### src/rtl/stopwatch_ctrl.sv
// Control sequencer for the centisecond stopwatch datapath.
// Synchronises and debounces four active-low keys, runs the IDLE/RUN/PAUSE FSM,
// divides clk down to the centisecond tick and issues single-cycle datapath strobes.
module stopwatch_ctrl #(
    parameter int unsigned CLK_DIV   = 500000,
    parameter int unsigned DB_CYCLES = 250000
) (
    input  logic       clk,
    input  logic       rst,
    input  logic [3:0] key_n,
    output logic       count_inc,
    output logic       count_clr,
    output logic       disp_load,
    output logic [1:0] state,
    output logic       frozen
);

    localparam int unsigned DivW = (CLK_DIV > 2) ? $clog2(CLK_DIV) : 1;
    localparam int unsigned DbW  = $clog2(DB_CYCLES + 1);
    localparam logic [DivW-1:0] DivLast = DivW'(CLK_DIV - 1);
    localparam logic [DbW-1:0]  DbLast  = DbW'(DB_CYCLES - 1);

    typedef enum logic [1:0] {
        StIdle  = 2'b00,
        StRun   = 2'b01,
        StPause = 2'b10
    } state_t;

    logic [3:0]     sync1_q, sync2_q;
    logic [3:0]     lvl_q, lvl_prev_q;
    logic [DbW-1:0] db_cnt_q [4];
    logic [3:0]     press;

    state_t         state_q, state_d;
    logic           frozen_q, frozen_d;
    logic [DivW-1:0] div_q, div_d;
    logic           inc_q, inc_d;
    logic           clr_q, clr_d;
    logic           load_q, load_d;
    logic           wrap;

    // Key chain: 2-flop synchroniser, debounce counter, delayed level for edge detection.
    always_ff @(posedge clk) begin
        if (rst) begin
            sync1_q    <= 4'hF;
            sync2_q    <= 4'hF;
            lvl_q      <= 4'hF;
            lvl_prev_q <= 4'hF;
            for (int i = 0; i < 4; i++) db_cnt_q[i] <= '0;
        end else begin
            sync1_q    <= key_n;
            sync2_q    <= sync1_q;
            lvl_prev_q <= lvl_q;
            for (int i = 0; i < 4; i++) begin
                if (sync2_q[i] != lvl_q[i]) begin
                    if (db_cnt_q[i] == DbLast) begin
                        lvl_q[i]    <= sync2_q[i];
                        db_cnt_q[i] <= '0;
                    end else begin
                        db_cnt_q[i] <= db_cnt_q[i] + DbW'(1);
                    end
                end else begin
                    // Any re-agreement restarts the stability count.
                    db_cnt_q[i] <= '0;
                end
            end
        end
    end

    // Press event in the first cycle the debounced level reads low.
    assign press = lvl_prev_q & ~lvl_q;
    assign wrap  = (state_q == StRun) && (div_q == DivLast);

    // Next-state: divider, tick strobes, then prioritised key actions overriding them.
    always_comb begin
        state_d  = state_q;
        frozen_d = frozen_q;
        div_d    = div_q;
        inc_d    = 1'b0;
        clr_d    = 1'b0;
        load_d   = inc_q && !frozen_q;

        case (state_q)
            StRun: begin
                div_d = wrap ? '0 : div_q + DivW'(1);
                inc_d = wrap;
            end
            StPause: div_d = div_q;
            default: div_d = '0;
        endcase

        if (press[3]) begin
            state_d  = StIdle;
            frozen_d = 1'b0;
            div_d    = '0;
            clr_d    = 1'b1;
            inc_d    = 1'b0;
            // Clear zeroes the display, so a pending tick load is pointless.
            load_d   = 1'b0;
        end else if (press[2]) begin
            case (state_q)
                StIdle:  state_d = StRun;
                StRun:   state_d = StPause;
                StPause: state_d = StRun;
                default: state_d = StIdle;
            endcase
        end else if (press[1]) begin
            if (state_q == StRun) begin
                frozen_d = 1'b1;
                load_d   = 1'b1;
            end
        end else if (press[0]) begin
            if (state_q == StRun) frozen_d = 1'b0;
        end
    end

    // Control state and output registers.
    always_ff @(posedge clk) begin
        if (rst) begin
            state_q  <= StIdle;
            frozen_q <= 1'b0;
            div_q    <= '0;
            inc_q    <= 1'b0;
            clr_q    <= 1'b0;
            load_q   <= 1'b0;
        end else begin
            state_q  <= state_d;
            frozen_q <= frozen_d;
            div_q    <= div_d;
            inc_q    <= inc_d;
            clr_q    <= clr_d;
            load_q   <= load_d;
        end
    end

    assign count_inc = inc_q;
    assign count_clr = clr_q;
    assign disp_load = load_q;
    assign state     = state_q;
    assign frozen    = frozen_q;

endmodule

### config.mk
export PLATFORM = sky130hd
export DESIGN_NAME = stopwatch_ctrl
export DESIGN_NICKNAME = d
export VERILOG_FILES = /design/src/rtl/stopwatch_ctrl.sv
export SDC_FILE = /design/constraint.sdc
export NUM_CORES = 1
export LEC_CHECK = 0
export BUFFER_PORTS_ARGS = -buffer_cell sky130_fd_sc_hd__buf_2
export CELL_PAD_IN_SITES_DETAIL_PLACEMENT = 1
export CELL_PAD_IN_SITES_GLOBAL_PLACEMENT = 1
export CORE_MARGIN = 8
export CORE_UTILIZATION = 45
export CTS_BUF_LIST = sky130_fd_sc_hd__clkbuf_8
export DETAILED_ROUTE_END_ITERATION = 12
export PLACE_DENSITY = 0.82
export SLEW_MARGIN = 20
export SYNTH_ARGS = -nofsm -noshare
export SYNTH_HDL_FRONTEND = slang
export SYNTH_SLANG_ARGS = --single-unit
### constraint.sdc
create_clock -name clk -period 4.2 [get_ports clk]
set_clock_uncertainty 0.05 [all_clocks]
set_input_delay 0.21 -clock clk [delete_from_list [all_inputs] [get_ports clk]]
set_output_delay 0.21 -clock clk [all_outputs]
set_load 0.01 [all_outputs]
==> reports/results.ini, run 1 <==
[finish]
final_nets = 647
drive_gt1_frac = 0.105
stdcell_count = 817
diodes = 0
seqCellArea_sq_mm = 0.00298
multi_input_area_sq_mm = 0.00275
fill_cells = 1368
synthToLayoutAreaGrowth_pct = 16.5

[critical_path]
worstPathRequired_ps = 4340
worstPathArrival_ps = 2440
start_kind = flop
crit_type = flop to flop
cp_max_fo = 17
critPathCaptureType = flop

[power_and_ir_drop]
power_density_mw_per_mm2 = 368
ir_drop_mv = 0.281
p_leak_nw = 2.36

[floorplanning]
die_y_um = 127
die_w_um = 127
core_area_sq_mm = 0.0121
pin_count = 12
dieArea_sq_mm = 0.0162
start_util = 0.463
rows = 40

[timing]
rsz0062_at_grt = no
period_minus_slack_ps = 2300
fin_crit_sh = 0.548
holdWs_ps = 180
setup_viol = 0
final_hold_viol_count = 0
max_slew.worst_pin.slew_ps = 725
max_freq_ghz = 0.435
slew_headroom = 0.513
fin_setup_tns_ps = 0
maxSlewViolCount = 0

[detailed_routing]
drc = 0
firstDrtPassIters = 4
antenna_left = 0
drtIter0Drc = 247
viasPerCell = 5.01
num_vias = 4093
routed_wl_um = 11800
routedWlPerCell_um = 14.4

[logic_synthesis]
postSynthCellCount = 547
seq_area_frac_synth = 0.534
netlist_top_cells_count = nor2_1, edfxtp_1, xor2_1, dfxtp_1, nand2_1
yosysMostFrequentCell = nor2_1
yosysTopAreaCell = edfxtp_1
ys_warn_count = 0
synth_ff_type = edfxtp_1
async_reset_ff_frac = 0
synth_seq_cells = 113
synth_top_area_share = 0.387
netlist_top_cells_area = edfxtp_1, dfxtp_1, xor2_1
yosysUniqueCellTypes = 50
syn_area_sq_mm = 0.00559
synth_edf_count = 72
synth_area_per_cell_sq_um = 10.2

[clock_tree]
clk_pin_slew_ps = 70
clockBufferDepth = 2
cts_root_buf = clkbuf_8
cts.sinks = 113
cts_tree = built
cts_setup_buffers = 0
cts-htree-levels = 4
insertion_delay_ps = 450
cts_buffers = 17

[global_route]
grt_use_total = 0.158
grt_pass1_vias = 4412
grt.overflow.total = 0
antenna_found_initial = 0
grt_pass1_wl_um = 20400
grt_max_degree = 24

[placed_design]
dp.cells = 781
gp_congestion = 0.787
hpwl_um = 8450
portBuffers = 11

[run]
max-cap-violations = 0

[outcome]
outcome = complete, no violations

[hold_path]
hold_class = input pin to flop

[through the flow]
step,power [W],setup slack (ps),util,cell area (sq um)
after floorplan,0.00132,2200,-,5850
after global placement,0.00133,2100,0.501,6040
after detailed placement,0.00134,2010,0.501,6040
after CTS,0.00243,1910,0.539,6510
after global routing,0.00248,1820,0.539,6510
final,0.00240,1900,0.539,6510
[what timing repair did]
item,CTS,global route
hold buffers,4,0
resized for setup,0,0
endpoints found under the hold margin,4,0
[kinds of logic after synthesis]
family	share of synthesized area
adder cells (fa/ha/maj)	0.0112
AO/OA/AOI/OAI	0.0392
other	0.000671
multiplexers	0.00179
AND/OR/NAND/NOR	0.277
buffers and inverters	0.0219
XOR/XNOR	0.114
flip-flops	0.534
[sequential cells by signal (all words and copies together) (netlist names)]
| name | cells |
|---|---|
| disp_load | 1 |
| div_q | 19 |
| count_inc | 1 |
| frozen | 1 |
| sync1_q | 4 |
| lvl_q | 4 |
| count_clr | 1 |
| state | 2 |
| sync2_q | 4 |
| lvl_prev_q | 4 |
| db_cnt_q | 72 |
[final timing paths]
path                            cells after the start            from               to  slack (ps)
worst max-delay path                                5  db_cnt_q[2][9]  db_cnt_q[2][12]        1900
worst min-delay path                                2             rst         lvl_q[1]         180
worst max register to register                      5  db_cnt_q[2][9]  db_cnt_q[2][12]        1900
worst min register to register                      1      sync1_q[0]       sync2_q[0]         360
[report_power, final]
part,internal (W),leakage [nW],switching [W]
sequential,0.00121,1.08,0.0000340
combinational,0.0000313,1.07,0.0000419
clock,0.000617,0.214,0.000459
total,0.00186,2.36,0.000534
[placed cells by master (no fill, tap or decap), types with 2 or more instances in the layout]
master and instances:
ha_1 5, and2_1 7, nor3_1 7, nor2_1 100, nor4_1 2, bufinv_16 3
a211o_1 5, conb_1 72, or4_1 2, xor2_1 43, xnor2_1 30, nor4b_1 8
nor2b_1 8, nand3b_1 2, o21ai_1 2, or2_2 17, a21o_1 2, dfxtp_1 41
clkinv_4 3, inv_1 12, and4_1 9, and3_1 18, a21oi_1 7, edfxtp_1 72
buf_2 11, nand2b_1 7, clkinvlp_4 2, nand3_1 34, nand4_1 17, o21a_1 2
dlygate4sd3_1 4, clkbuf_8 19, clkinv_2 2, nand2_1 38, a31oi_1 2, or3_1 8
o21ai_0 6, o41ai_1 2
[layer usage]
layer | global-route usage | vias up | wire, um
met5 | 0 | - | 0
met4 | 0.0693 | 0 | 213
met3 | 0.0445 | 21 | 304
met2 | 0.279 | 31 | 6200
met1 | 0.173 | 2013 | 5060
li1 | - | 2028 | -
[worst max-delay path, cell delays in order (launching register included)]
cell and delay, ps:
edfxtp_1 460, nor4b_1 490, nand2_1 120, nor4_1 420, or2_2 390, nor2_1 100
[cell type report]
type,count,share of cell area
Clock buffer,19,0.0402
Clock inverter,13,0.0246
Inverter,11,0.00635
Multi-Input combinational cell,477,0.422
Sequential cell,113,0.458
Tap cell,168,0.0323
Timing Repair Buffer,16,0.0158
Note: power is estimated with default switching activity, not from simulation.
==> inputs of run 2 (changes only) <==
- PLACE_DENSITY: 0.82 -> 0.85
- clock period: 4.2 -> 1.99 ns (I/O delays scaled with it)
==> run 2 against run 1 <==
Sequential cell count unchanged. Via count up 5.1%. Worst setup slack worse by 1900 ps. Register-to-register slack worse by 1900 ps. Largest cell class unchanged.
==> reports/results.ini, run 2 (synthesized netlist as in run 1, its figures left out) <==
[floorplanning]
rows = 40
start_util = 0.463
pin_count = 12
die_y_um = 127
die_w_um = 127
core_area_sq_mm = 0.0121
dieArea_sq_mm = 0.0162

[detailed_routing]
antenna_left = 0
routedWlPerCell_um = 16.0
drc = 0
num_vias = 4303
viasPerCell = 5.00
firstDrtPassIters = 4
routed_wl_um = 13700
drtIter0Drc = 168

[finish]
largest_register_ff_count = 72
regMostFlops = db_cnt_q
drive_gt1_frac = 0.186
diodes = 0
stdcell_count = 861
reg_top3 = db_cnt_q: 72 flops, div_q: 19 flops
synthToLayoutAreaGrowth_pct = 23.0
fill_cells = 1366
final_cell_mix = nor2_1, edfxtp_1, conb_1
final_nets = 691
final_common_cell = nor2_1

[timing]
fin_setup_tns_ps = 0
rsz0062_at_grt = yes
setup_viol = 0
maxSlewViolCount = 0
fin_crit_sh = 0.993
max_freq_ghz = 0.506
final_hold_viol_count = 0
period_minus_slack_ps = 1980
holdWs_ps = 130

[clock_tree]
cts-htree-levels = 4
cts_tree = built
clk_pin_slew_ps = 70
clockBufferDepth = 2
cts_root_buf = clkbuf_8
cts.sinks = 113
cts_buffers = 17
insertion_delay_ps = 440

[global_route]
grt_use_total = 0.170
antenna_found_initial = 0
grt_pass1_vias = 4639
grt_max_degree = 23
grt_pass1_wl_um = 22000
grt.overflow.total = 0

[power_and_ir_drop]
netSwitchingPower_w = 0.00116
combPwrFrac = 0.044
p_leak_nw = 2.61
p_seq_frac = 0.550
report.power.total_w = 0.00476
swShare = 0.244
clkPwrFrac = 0.406
power_density_mw_per_mm2 = 694
ir_drop_mv = 0.509
p_int_w = 0.00360

[critical_path]
worstPathArrival_ps = 2250
worstPathRequired_ps = 2270
critPathCaptureType = flop
cp_max_fo = 11
start_kind = flop
crit_chain = or4b_4 > nor4_4 > a21oi_2 > buf_6 > a31oi_4 > o31ai_2
crit_path_max_incr_delay_ps = 550
critPathSlowestCell = or4b_4
crit_type = flop to flop

[placed_design]
dp.cells = 820
hpwl_um = 9320
gp_congestion = 0.819
portBuffers = 11

[run]
max-cap-violations = 0

[hold_path]
hold_class = input pin to flop

[outcome]
outcome = complete, no violations

## run 2: stage by stage
| stage | util | cell area (sq um) | setup slack (ps) |
|---|---|---|---|
| after floorplan | - | 5860 | 33.3 |
| after CTS | 0.562 | 6780 | 5.85 |
| after detailed placement | 0.526 | 6340 | -158 |
| final | 0.570 | 6870 | 14.5 |
| after global placement | 0.526 | 6340 | -58.7 |
| after global routing | 0.570 | 6870 | -26.6 |
## run 2: cell type report
type | count | area (sq um) | area share
clock buffers | 17 | 234 | 0.0341
clock inverters | 15 | 104 | 0.0151
flip-flops and latches | 113 | 2990 | 0.435
multi-input cells | 480 | 2880 | 0.419
well taps | 168 | 210 | 0.0306
repair buffers | 57 | 414 | 0.0603
inverters | 11 | 41.3 | 0.00601
## run 2: repair_timing
item	4_1_cts	5_1_grt
pin swaps	4	6
setup endpoints to repair	25	78
endpoints found under the hold margin	4	0
hold buffers	4	0
gates cloned	0	3
setup buffers	2	0
gates resized for setup	11	16
## run 2: final timing paths
path | start | endpoint | slack [ps] | cells past startpoint
worst max-delay path | div_q[10] | div_q[9] | 10 | 6
worst min-delay path | rst | lvl_q[2] | 130 | 3
worst max register to register | div_q[10] | div_q[9] | 10 | 6
worst min register to register | sync1_q[3] | sync2_q[3] | 360 | 1
## run 2: power groups by stage
stage	clock network [W]	registers [W]	logic, W
2_1_floorplan	0	0.00266	0.000120
3_3_place_gp	0	0.00266	0.000175
3_5_place_dp	0	0.00267	0.000184
4_1_cts	0.00196	0.00262	0.000194
5_1_grt	0.00204	0.00263	0.000234
6_report	0.00194	0.00262	0.000208
## run 2: critical path: cells and delay by family, from the launching register on
family	cells	cell delay [ps]
AO/OA/AOI/OAI	3	370
buffers and inverters	1	170
AND/OR/NAND/NOR	2	940
flip-flops	1	330
## run 2: routing by layer
layer / wire length (um) / global-route usage
met1: 5810 / 0.183
met4: 264 / 0.0777
met5: 0 / 0
met2: 7350 / 0.312
met3: 311 / 0.0379
